$ cat src/rtl/mips_cpu_mem_pkg.sv
// mips_cpu_mem_pkg
// Shared types and helpers for the CPU memory-port arbiter.
//   t_mem_state   : arbiter sequencer states
//   FULL_BE       : byte-enable pattern for a whole 32-bit word
//   be_is_partial : true when a store touches some, but not all, byte lanes
package mips_cpu_mem_pkg;

  typedef enum logic [2:0] {
    IDLE,
    IF_RD,
    LS_RD,
    RMW_RD,
    RMW_WR,
    LS_WR,
    DONE
  } t_mem_state;

  localparam logic [3:0] FULL_BE = 4'b1111;

  // An empty enable is not "partial": it is a no-op store that never
  // reaches the bus, so it must not be steered into the RMW path.
  function automatic logic be_is_partial(input logic [3:0] be);
    return (be != FULL_BE) && (be != 4'b0000);
  endfunction

endpackage

$ cat src/rtl/mips_cpu_byte_merge.sv
// mips_cpu_byte_merge
// Purely combinational byte-lane merge, reusable by cache fill logic.
//   old_word : existing memory word
//   new_word : lane-aligned replacement data
//   be       : lane select, bit i picks new_word[8i+7:8i]
//   merged   : resulting word
module mips_cpu_byte_merge (
  input  logic [31:0] old_word,
  input  logic [31:0] new_word,
  input  logic [3:0]  be,
  output logic [31:0] merged
);

  always_comb begin
    merged = old_word;
    for (int i = 0; i < 4; i++) begin
      if (be[i]) begin
        merged[8*i +: 8] = new_word[8*i +: 8];
      end
    end
  end

endmodule

$ cat src/rtl/mips_cpu_mem_arbiter.sv
// mips_cpu_mem_arbiter
// Serialises instruction-fetch and load/store requests onto one Avalon-MM
// master port. Data requests win over fetch. Partial stores become a
// read-modify-write so memory only sees full-word writes (when RMW_EN=1).
// Ports:
//   clk, reset_n                 : clock, asynchronous active-low reset
//   if_req/if_addr               : fetch request (held until if_done)
//   if_rdata/if_done             : fetched word and completion pulse
//   ls_read/ls_write             : load/store request (held until ls_done)
//   ls_addr/ls_wdata/ls_be       : data address, lane-aligned data, lanes
//   ls_rdata/ls_done             : loaded word and completion pulse
//   stall                        : pipeline stall
//   avm_*                        : Avalon-MM master (zero read latency)
module mips_cpu_mem_arbiter
  import mips_cpu_mem_pkg::*;
#(
  parameter bit RMW_EN = 1'b1
) (
  input  logic        clk,
  input  logic        reset_n,
  input  logic        if_req,
  input  logic [31:0] if_addr,
  output logic [31:0] if_rdata,
  output logic        if_done,
  input  logic        ls_read,
  input  logic        ls_write,
  input  logic [31:0] ls_addr,
  input  logic [31:0] ls_wdata,
  input  logic [3:0]  ls_be,
  output logic [31:0] ls_rdata,
  output logic        ls_done,
  output logic        stall,
  output logic [31:0] avm_address,
  output logic        avm_read,
  output logic        avm_write,
  output logic [31:0] avm_writedata,
  output logic [3:0]  avm_byteenable,
  input  logic [31:0] avm_readdata,
  input  logic        avm_waitrequest
);

  t_mem_state  state_q, state_d;
  logic [31:0] addr_d, wdata_d, if_rdata_d, ls_rdata_d;
  logic        read_d, write_d, if_done_d, ls_done_d;
  logic [3:0]  be_d;
  logic [31:0] merged_word;

  // Word alignment drops the low address bits by design.
  logic unused_addr_bits;
  assign unused_addr_bits = ^{if_addr[1:0], ls_addr[1:0]};

  // The read half of an RMW is merged on the fly as it completes, so the
  // registered write-data becomes the word held for the write half.
  mips_cpu_byte_merge u_merge (
    .old_word (avm_readdata),
    .new_word (ls_wdata),
    .be       (ls_be),
    .merged   (merged_word)
  );

  // The pipeline may advance in the very cycle a done pulse is seen, so a
  // fetch still waiting behind a finished store does not hold the stall.
  assign stall = (if_req | ls_read | ls_write) & ~(if_done | ls_done);

  always_ff @(posedge clk or negedge reset_n) begin
    if (!reset_n) begin
      state_q        <= IDLE;
      avm_address    <= '0;
      avm_read       <= 1'b0;
      avm_write      <= 1'b0;
      avm_writedata  <= '0;
      avm_byteenable <= 4'b0000;
      if_rdata       <= '0;
      ls_rdata       <= '0;
      if_done        <= 1'b0;
      ls_done        <= 1'b0;
    end else begin
      state_q        <= state_d;
      avm_address    <= addr_d;
      avm_read       <= read_d;
      avm_write      <= write_d;
      avm_writedata  <= wdata_d;
      avm_byteenable <= be_d;
      if_rdata       <= if_rdata_d;
      ls_rdata       <= ls_rdata_d;
      if_done        <= if_done_d;
      ls_done        <= ls_done_d;
    end
  end

  // Bus outputs are only changed on command launch or completion, which
  // keeps them frozen for as long as the slave asserts waitrequest.
  // Done pulses are set on entry to DONE so they line up with that state.
  always_comb begin
    state_d    = state_q;
    addr_d     = avm_address;
    read_d     = avm_read;
    write_d    = avm_write;
    wdata_d    = avm_writedata;
    be_d       = avm_byteenable;
    if_rdata_d = if_rdata;
    ls_rdata_d = ls_rdata;
    if_done_d  = 1'b0;
    ls_done_d  = 1'b0;

    case (state_q)
      IDLE: begin
        if (ls_read) begin
          state_d = LS_RD;
          addr_d  = {ls_addr[31:2], 2'b00};
          read_d  = 1'b1;
          be_d    = FULL_BE;
        end else if (ls_write) begin
          if (ls_be == 4'b0000) begin
            state_d   = DONE;
            ls_done_d = 1'b1;
          end else if (RMW_EN && be_is_partial(ls_be)) begin
            state_d = RMW_RD;
            addr_d  = {ls_addr[31:2], 2'b00};
            read_d  = 1'b1;
            be_d    = FULL_BE;
          end else begin
            state_d = LS_WR;
            addr_d  = {ls_addr[31:2], 2'b00};
            write_d = 1'b1;
            wdata_d = ls_wdata;
            be_d    = ls_be;
          end
        end else if (if_req) begin
          state_d = IF_RD;
          addr_d  = {if_addr[31:2], 2'b00};
          read_d  = 1'b1;
          be_d    = FULL_BE;
        end
      end
      IF_RD: begin
        if (!avm_waitrequest) begin
          state_d    = DONE;
          read_d     = 1'b0;
          if_rdata_d = avm_readdata;
          if_done_d  = 1'b1;
        end
      end
      LS_RD: begin
        if (!avm_waitrequest) begin
          state_d    = DONE;
          read_d     = 1'b0;
          ls_rdata_d = avm_readdata;
          ls_done_d  = 1'b1;
        end
      end
      RMW_RD: begin
        // Read and write halves are back to back with no idle cycle.
        if (!avm_waitrequest) begin
          state_d = RMW_WR;
          read_d  = 1'b0;
          write_d = 1'b1;
          wdata_d = merged_word;
          be_d    = FULL_BE;
        end
      end
      RMW_WR, LS_WR: begin
        if (!avm_waitrequest) begin
          state_d   = DONE;
          write_d   = 1'b0;
          ls_done_d = 1'b1;
        end
      end
      DONE: begin
        state_d = IDLE;
      end
      default: begin
        state_d = IDLE;
        read_d  = 1'b0;
        write_d = 1'b0;
      end
    endcase
  end

endmodule
$ cat config.mk
export PLATFORM = sky130hd
export DESIGN_NAME = mips_cpu_mem_arbiter
export DESIGN_NICKNAME = d
export VERILOG_FILES = /design/src/rtl/mips_cpu_mem_pkg.sv /design/src/rtl/mips_cpu_byte_merge.sv /design/src/rtl/mips_cpu_mem_arbiter.sv
export SDC_FILE = /design/constraint.sdc
export NUM_CORES = 1
export LEC_CHECK = 0
export CORE_MARGIN = 1.5
export CORE_UTILIZATION = 42
export DETAILED_ROUTE_END_ITERATION = 10
export HOLD_SLACK_MARGIN = 0.08
export PLACE_DENSITY = 0.81
export SETUP_SLACK_MARGIN = 0.02
export SYNTH_ARGS = -nofsm -noshare
export SYNTH_HDL_FRONTEND = slang
export SYNTH_SLANG_ARGS = --single-unit
$ cat constraint.sdc
create_clock -name clk -period 2 [get_ports clk]
set_input_delay 0.2 -clock clk [delete_from_list [all_inputs] [get_ports clk]]
set_output_delay 0.2 -clock clk [all_outputs]
set_load 0.005 [all_outputs]
# Word level (Yosys, flattened, before mapping)
# Cells that the tools add are included.
[word_totals] register_bits=139 wordCells=105
[classes] eq_ne=19 muxes=48 bitwise_logic=8 n_reduce_logical=20
[op_table] cell="32-bit two-way mux" n=9
[op_table] cell="32-bit case mux with 2 select lines" n=1
[op_table] cell="8-bit two-way mux" n=4
[op_table] cell="4-bit two-way mux" n=6
[op_table] cell="3-bit two-way mux" n=7
[op_table] cell="1-bit two-way mux" n=16
[op_table] cell="2-bit != test (second input constant)" n=8
[op_table] cell="4-bit != test (second input constant)" n=4
[op_table] cell="3-bit OR reduction" n=4
[op_table] cell="3-bit == test (second input constant)" n=3
[op_table] cell="3-bit case mux with 3 select lines" n=1
[op_table] cell="4-bit case mux with 2 select lines" n=1
[op_table] cell="7-bit AND reduction" n=1
[op_table] cell="3-bit by 2-bit == test with 1-bit output (second input constant)" n=2
[op_table] cell="3-bit AND reduction" n=2
[op_table] cell="6-bit AND reduction" n=1
[op_table] cell="5-bit AND reduction" n=1
[op_table] cell="4-bit logical NOT" n=1
[op_table] cell="1-bit NOT" n=4
[op_table] cell="1-bit case mux with 4 select lines" n=1
[op_table] cell="2-bit AND reduction" n=2
[op_table] cell="4-bit AND reduction" n=1
[op_table] cell="4-bit nonzero test" n=1
[op_table] cell="4-bit OR reduction" n=1
[op_table] cell="11 further kinds" n=13

# Depth between registers and ports, before layout
# Gate-level depths: netlist (run 1).
[depth] depth_word=7 mapped_depth=6 mapped_depth_nobuf=4

# Modules after synthesis
# From an unflattened synthesis (run 1), not the netlist that was laid out.
[hier_totals] hier_cells=514 area_unflattened_um2=6418.7
[modules_own_cells] module="mips_cpu_mem_arbiter" instances=1 cells_per_inst=478 area_per_inst_um2=5893.2
[modules_own_cells] module="mips_cpu_byte_merge" instances=1 cells_per_inst=36 area_per_inst_um2=525.5

# Worst setup path before layout (run 1)
# OpenSTA, ideal clock, no wires.
[synth_timing] kind="register to register" start="reg state_q[2]" end="reg avm_writedata[0]" t_arrival_ns=1.658 slack_ns=0.218 stages_incl_launch_ff=6 n_path_buf=1 period_less_slack_ns=1.782 cell_sequence="dfrtp_1 buf_2 nand3b_1 nor2_2 mux2_2 mux2_2"
[synth_via] elab_chain_len=3 elab_cells_between_ends=10 cone_classes="6 x eq/ne; 1 x mux; 3 x reduce/logical"
[synth_lines] item="start, declared" line_no="mips_cpu_mem_arbiter.sv:42" source="t_mem_state state_q, state_d;"
[synth_lines] item="start signal, assigned" line_no="mips_cpu_mem_arbiter.sv:78" source="state_q <= state_d;"
[synth_lines] item="3-bit by 2-bit == test with 1-bit output or 3-bit logical NOT (tied branches)" line_no="mips_cpu_mem_arbiter.sv:106" source="case (state_q)"
[synth_lines] item="2-bit != test (no source line) or 2-bit nonzero test (tied branches)"
[synth_lines] item="6-bit AND reduction (no source line)"
[synth_lines] item="end signal, assigned" line_no="mips_cpu_mem_arbiter.sv:82" source="avm_writedata <= wdata_d;"
[synth_lines] item="end, declared" line_no="mips_cpu_mem_arbiter.sv:36" source="output logic [31:0] avm_writedata,"
# Several ways; a longest one is shown, not always the timed one.
# A chain may end at the register's enable or synchronous reset.

# Worst setup path after layout (run 1)
[layout_timing] start="in ls_read" end="out stall"
[layout_via] elab_chain_len=3
[layout_lines] item="start, declared" line_no="mips_cpu_mem_arbiter.sv:25" source="input logic ls_read,"
[layout_lines] item="1-bit OR (2 in a row)" line_no="mips_cpu_mem_arbiter.sv:63" source="assign stall = (if_req | ls_read | ls_write) & ~(if_done | ls_done);"
[layout_lines] item="1-bit bitwise AND" line_no="mips_cpu_mem_arbiter.sv:63"
[layout_lines] item="end, declared" line_no="mips_cpu_mem_arbiter.sv:32" source="output logic stall,"
# Every way passes these cells.

==> results of run 1 <==
## area by class of cell
| class | instances | share of cell area (%) |
|---|---|---|
| clock inverter | 10 | 1.427 |
| clock buffer | 22 | 5.076 |
| multi-input combinational | 278 | 24.74 |
| timing repair buffer | 299 | 31.14 |
| inverter | 2 | 0.07711 |
| tap | 180 | 2.313 |
| sequential | 137 | 35.23 |
## state kept, by name (all words and copies together), names as in the netlist, 3 cells and up
signal	flops
ls_rdata	32
if_rdata	32
state_q	3
avm_writedata	32
avm_address	30
avm_byteenable	4
## layer usage
layer,track usage (%),part of all wire [%],wire length (um)
met4,8.503,2.3,368
met2,39.63,50,8067
met1,23.83,36,5895
met3,10.36,12,1946
met5,0,0,0
## per-stage QoR
stage | instance area (sq um) | util, % | hold WS, ns | worst slack [ns] | total power (W)
CTS | 9734 | 70.13 | 0.2762 | 0.04383 | 0.01420
finish | 9736 | 70.14 | 0.2782 | 0.1839 | 0.01404
floorplan | 5976 | - | -0.09559 | 0.2178 | 0.007073
global route | 9736 | 70.14 | 0.3082 | 0.06320 | 0.01491
detailed placement | 9091 | 65.49 | 0.1625 | 0.02982 | 0.01080
global placement | 9091 | 65.49 | 0.1570 | 0.07284 | 0.01059
## cells in the final DEF (no fill, tap or decap), types with 2 or more instances in the layout
master | synthesis | final
or2_2 | 4 | 4
nor2_2 | 4 | 4
mux2_2 | 117 | 117
clkbuf_16 | 0 | 17
buf_12 | 0 | 9
clkinv_2 | 0 | 2
a31oi_1 | 2 | 2
dfrtp_1 | 137 | 136
o21ai_0 | 4 | 4
buf_4 | 2 | 21
nor3_1 | 4 | 3
nor4_1 | 2 | 2
clkbuf_8 | 0 | 5
mux2_1 | 11 | 11
mux2i_1 | 30 | 30
a21oi_1 | 31 | 31
clkinvlp_4 | 0 | 4
inv_1 | 2 | 2
conb_1 | 1 | 2
nand3b_1 | 2 | 2
bufinv_16 | 0 | 3
nor2_1 | 42 | 40
a32oi_1 | 3 | 3
clkdlybuf4s50_1 | 0 | 267
nor2_4 | 0 | 2
nand2_1 | 4 | 4
## timing repair
item / in CTS / in global routing
hold endpoints to repair: 45 / 0
endpoints found under the setup margin: 0 / 30
gates resized for setup: 0 / 1
hold buffers: 1 / 0
## worst min path at each step
stage / start / endpoint / slack (ns) / depth (start not counted)
after floorplan: reset_n / avm_address[10] / -0.1 / 0
after global placement: reset_n / avm_writedata[9] / 0.16 / 1
after detailed placement: reset_n / ls_rdata[10] / 0.16 / 1
after CTS: reset_n / if_rdata[5] / 0.28 / 2
after global routing: reset_n / avm_writedata[9] / 0.31 / 2
final: reset_n / ls_rdata[10] / 0.28 / 2
## kinds of logic (layout without fill, tap and decap cells)
group | count (synthesis) | count (layout) | synth area share [%]
multiplexers | 158 | 158 | 29.16
flip-flops | 137 | 137 | 57.41
AND/OR/NAND/NOR | 70 | 70 | 5.824
AO/OA/AOI/OAI | 47 | 47 | 4.735
buffers and inverters | 29 | 333 | 2.661
other | 1 | 2 | 0.06279
XOR/XNOR | 1 | 1 | 0.1467
## cells in the mapped netlist, types with 4 or more instances
master    number  share of area (%)
mux2i_1       30                5.0
o21ai_0        4               0.34
nor3_1         4               0.34
mux2_2       117                 22
nor2_2         4               0.42
clkbuf_1       5               0.31
dfrtp_1      137                 57
mux2_1        11                2.1
buf_2         15                1.3
nor2_1        42                2.6
or2_2          4               0.42
nand2_1        4               0.25
a21oi_1       31                2.6
## power by group
part	internal [W]	total, W	switching (W)
Clock	0.00212	0.00328	0.00116
Combinational	0.00385	0.00589	0.00205
Sequential	0.00412	0.00486	0.000740
## worst reg2reg max path, cell delays in order (launching register included)
cell and delay, ns:
dfrtp_2 0.49, nand3b_1 0.23, nor2_2 0.21, buf_12 0.16, mux2_2 0.34, mux2_2 0.27
==> metrics.txt, run 1 <==
mapped cell area 5972 sq um; endpoints failing setup 0; Final Cycle Share 90.80%; Worst Hold Class in -> async; post-route clock skew 0.005941 ns; GRT overflow 0; critical path capture point stall; Tmin final 1.816 ns; ANT nets after route 0; YS warnings 0; post-synthesis async set-or-reset flop share 100.0%; FMAX 0.5506 GHz; CTS buffer count 17; Clk Latency, worst-skew pair 0.42 ns; PD cells 1442 nW/um^2; Antenna diodes 0; Slew Viols, Final 0; slowest CP cell clkdlybuf4s50_1; die area 14,940 sq um; EDFF count, synth 0; initial antenna violation count 0; layout cells sized above 1 26.07%; core area 13,880 sq um; RR Startpoint state_q[0]; status complete, no violations; nets@finish 873; CP Buf/Inv Count 3; first-pass detailed-route iteration total 4; clock sinks 137; Worst Path Required 1.80 ns; Placed Cells 895; Final Instance Count excl. Fillers 928; RSZ-0062 raised after global routing no; First DRT Iteration DRCs 136; DRT Wirelength 16,280 um; Seq. cell area 3430 sq um; DR WL/cell 17.54 um; CTS Root Cell clkbuf_16; Die Width 122.2 um; All-Layer GR Usage 22.66%; slowest stage delay, CP 0.47 ns; Cells after Synth 443; register area share after synthesis 57.41%; CTS tree done; Area Growth Syn to Fin 63.02%; final hold violations 0; Critical Path Start Type input port; Seq cells post-synth 137; DP HPWL 11,970 um; reg2reg setup slack 0.19 ns; Initial Util 43.02%; family with the most delay on the worst path buffers and inverters; clk buf depth 2; Post-CTS Setup Inserts 0; Post-synth top flop dfrtp_1; height of the die 122.2 um; Data arrival, critical path 1.62 ns; DRC Markers 0; # IOs 275; H-tree depth 4; maximum VDD drop 864.2 uV; routability cong. 0.8716; multi-input logic area 2409 sq um; Max-Cap Viols 0; CP Capture Type output pin; # fillers 978; crit-path cells clkdlybuf4s50_1, buf_4, nor3_1, nor3_1, clkdlybuf4s50_1; WS Path Type in -> out; Vias 4,608; Leak 3.987 nW; WP depth 5; first-pass GRT wire length 25,490 um; worst-path fanout max 5; mean post-synth cell area 13.48 sq um; setup TNS 0 ns; largest net degree at the start of global routing 61; clk slew on worst S/H paths 0.06 ns; Distinct cells, synth 39; vias in the first global route 4,961; routed vias/inst 4.966; RR Endpoint avm_writedata[20]; CP Launch Point ls_read; I/O Buffers 268; FP Rows 43; Reg2Reg Depth 5
(Power assumes the default switching activity.)
==> run 2, diff against run 1 <==
ABC_AREA = 1   (was not set)
clock period = 1.71 ns   (was 2 ns; I/O delays follow)
==> run 2 against run 1 <==
Effect of this change:
- worst hold slack lost 0.046 ns
- global-route usage increased by 2.0 points
- register-to-register slack got worse by 0.04 ns
- critical path depth rose by 2
- clock skew grew 0.0036 ns
- first-iteration DRC count rose to 2.9 times the previous value
- flip-flop and latch count did not move
- combinational power grew 30%
- die area rose by 2.7%
- via count up 32%
- setup slack lost 0.035 ns
- power grew 22%
==> metrics.txt, run 2 <==
# fillers 1,113 (was 978); Area Growth Syn to Fin 60.15% (was 63.02%); initial antenna violation count 0 (unchanged); Data arrival, critical path 1.92 ns (was 1.62 ns); Distinct cells, synth 23 (was 39); placed instance area 9200 sq um (was 9091 sq um); RSZ-0062 raised after global routing yes (was no); Vias 6,088 (was 4,608); post-route core utilization 69.96% (was 70.14%); Post-CTS Setup Inserts 0 (unchanged); clk buf depth 2 (unchanged); nets@finish 1,200 (was 873); Clk Latency, worst-skew pair 0.42 ns (about the same); clock sinks 137 (unchanged); post-synthesis async set-or-reset flop share 100.0% (unchanged); CTS buffer count 17 (unchanged); post-synth top area share 55.88% (was 57.41%); Tmin final 1.561 ns; CTS tree done (unchanged); mean post-synth cell area 7.845 sq um (was 13.48 sq um); RR Endpoint avm_writedata[7] (was avm_writedata[20]); endpoints failing setup 0 (unchanged); first-pass GRT wire length 28,950 um (was 25,490 um); PD cells 1737 nW/um^2 (was 1442 nW/um^2); maximum VDD drop 936.4 uV (was 864.2 uV); mapped cell area 6135 sq um (was 5972 sq um); Antenna diodes 0 (unchanged); DRT Wirelength 18,340 um (was 16,280 um); Post-synth top flop dfrtp_1 (unchanged); All-Layer GR Usage 24.68% (was 22.66%); DP HPWL 13,290 um (was 11,970 um); commonest cells after routing, fill and taps aside 325 x nand2_1, 266 x clkdlybuf4s50_1, 135 x dfrtp_1, 108 x o21ai_0, 81 x inv_1 (was 267 x clkdlybuf4s50_1, 136 x dfrtp_1, 117 x mux2_2, 40 x nor2_1, 31 x a21oi_1); DR WL/cell 14.62 um (was 17.54 um); largest net degree at the start of global routing 57 (was 61); WS Path Type reg -> reg (was in -> out); Final Instance Area 9824 sq um (was 9736 sq um); most common cell after layout, fill and taps aside nand2_1 (was clkdlybuf4s50_1); top cells by area, synth dfrtp_1 56%, nand2_1 20%, o21ai_0 8.8% (was dfrtp_1 57%, mux2_2 22%, mux2i_1 5.0%); routed vias/inst 4.851 (was 4.966); Design Power 0.01706 W (was 0.01404 W); reg2reg setup slack 0.15 ns (was 0.19 ns); die area 15,340 sq um (was 14,940 sq um); CP Capture Type flop (was output pin); worst-path fanout max 8 (was 5); FMAX 0.6405 GHz; Slew Viols, Final 0 (unchanged); vias in the first global route 6,142 (was 4,961); Reg2Reg Depth 7 (was 5); I/O Buffers 268 (unchanged); Critical Path Start Type flop (was input port); Seq cells post-synth 137 (unchanged); clk slew on worst S/H paths 0.06 ns (about the same); post-route clock skew 0.009527 ns (was 0.005941 ns); Cells after Synth 782 (was 443); most frequent cells after synthesis 325 x nand2_1, 137 x dfrtp_1, 108 x o21ai_0 (was 137 x dfrtp_1, 117 x mux2_2, 42 x nor2_1); height of the die 123.9 um (was 122.2 um); routability cong. 0.8044 (was 0.8716); Initial Util 43.69% (was 43.02%); GRT overflow 0 (unchanged); ANT nets after route 0 (unchanged); first-pass detailed-route iteration total 5 (was 4); most frequent cell after synthesis nand2_1 (was dfrtp_1); # IOs 275 (unchanged); YS warnings 0 (unchanged); final hold violations 0 (unchanged); status complete, no violations (unchanged); FP Rows 43 (unchanged); First DRT Iteration DRCs 396 (was 136); Worst Path Required 2.06 ns (was 1.80 ns); Worst Hold Class in -> async (unchanged); register area share after synthesis 55.88% (was 57.41%); CTS Root Cell clkbuf_16 (unchanged); EDFF count, synth 0 (unchanged); Leak 4.831 nW (was 3.987 nW); Max-Cap Viols 0 (unchanged); RR Startpoint state_q[1] (was state_q[0]); Yosys top cell by area dfrtp_1 (unchanged); core area 14,040 sq um (was 13,880 sq um); layout cells sized above 1 7.256% (was 26.07%); biggest regs avm_writedata (32), if_rdata (32), ls_rdata (32) (unchanged); DRC Markers 0 (unchanged); Die Width 123.9 um (was 122.2 um); Final Cycle Share 91.30%; H-tree depth 4 (unchanged)
[run 2: cell types whose count changed after synthesis, sizes merged, moves of 4 or more]
cell and delta:
nand3 +37, mux2 -128, nor2 -28, a21oi -28, o21ai +125, clkbuf +16
mux2i -30, nand2 +322, or2 -4, inv +82
[run 2: layout make-up]
type	instances	area, sq um	share of cell area [%]
clock inverter	14	171.4	1.745
sequential	137	3431	34.92
timing repair buffer	300	3013	30.67
multi-input combinational	522	2230	22.69
clock buffer	18	439.2	4.470
tap	180	225.2	2.292
inverter	84	315.3	3.209
[run 2: repair_timing]
item,CTS,global route
endpoints found under the hold margin,74,0
pin swaps,0,0
endpoints found under the setup margin,1,35
hold buffers,1,0
resized for setup,1,3
[run 2: per-layer routing]
| layer | up-vias | global-route usage [%] | wire length, um |
|---|---|---|---|
| li1 | 2987 | - | - |
| met1 | 2807 | 27.71 | 7035 |
| met2 | 248 | 42.30 | 8958 |
| met3 | 46 | 7.738 | 1706 |
| met4 | 0 | 12.36 | 641 |
| met5 | - | 0 | 0 |
[run 2: power by group]
| group | internal (W) | switching [W] |
|---|---|---|
| logic | 0.00410 | 0.00355 |
| clock network | 0.00234 | 0.00144 |
| registers | 0.00479 | 0.000855 |
[run 2: critical path, stage by stage, from the launching register on]
cell and delay [ns]:
dfrtp_2 0.43, nand2_1 0.16, nor2_4 0.17, nand2_1 0.17, buf_4 0.21, o21ai_0 0.17
nand3_1 0.10, nand2_1 0.08
[run 2: cells by family after synthesis]
group / Yosys count / share of synthesized area, %
AND/OR/NAND/NOR: 386 / 24.86
flip-flops: 137 / 55.88
AO/OA/AOI/OAI: 134 / 11.18
buffers and inverters: 124 / 8.015
other: 1 / 0.06113
[run 2: stage by stage]
step / setup TNS, ns / hold slack, ns / setup WS, ns / std cells
6_report: 0 / 0.2323 / 0.1488 / 1255
5_1_grt: 0 / 0.2762 / 0.01726 / 1255
4_1_cts: 0 / 0.2594 / 0.06904 / 1255
3_5_place_dp: -1.722 / 0.1398 / -0.08302 / 1222
3_3_place_gp: -0.3515 / 0.1315 / -0.01932 / 1222
2_1_floorplan: 0 / -0.1246 / 0.2409 / 783
[run 2: worst max-delay path by stage]
stage	from	to	slack (ns)	depth (start not counted)
2_1_floorplan	state_q[1]	avm_writedata[10]	0.24	9
3_3_place_gp	ls_write	avm_writedata[30]	-0.02	9
3_5_place_dp	ls_write	avm_writedata[7]	-0.08	9
4_1_cts	state_q[1]	avm_writedata[10]	0.07	8
5_1_grt	state_q[1]	avm_writedata[2]	0.02	7
6_report	state_q[1]	avm_writedata[7]	0.15	7
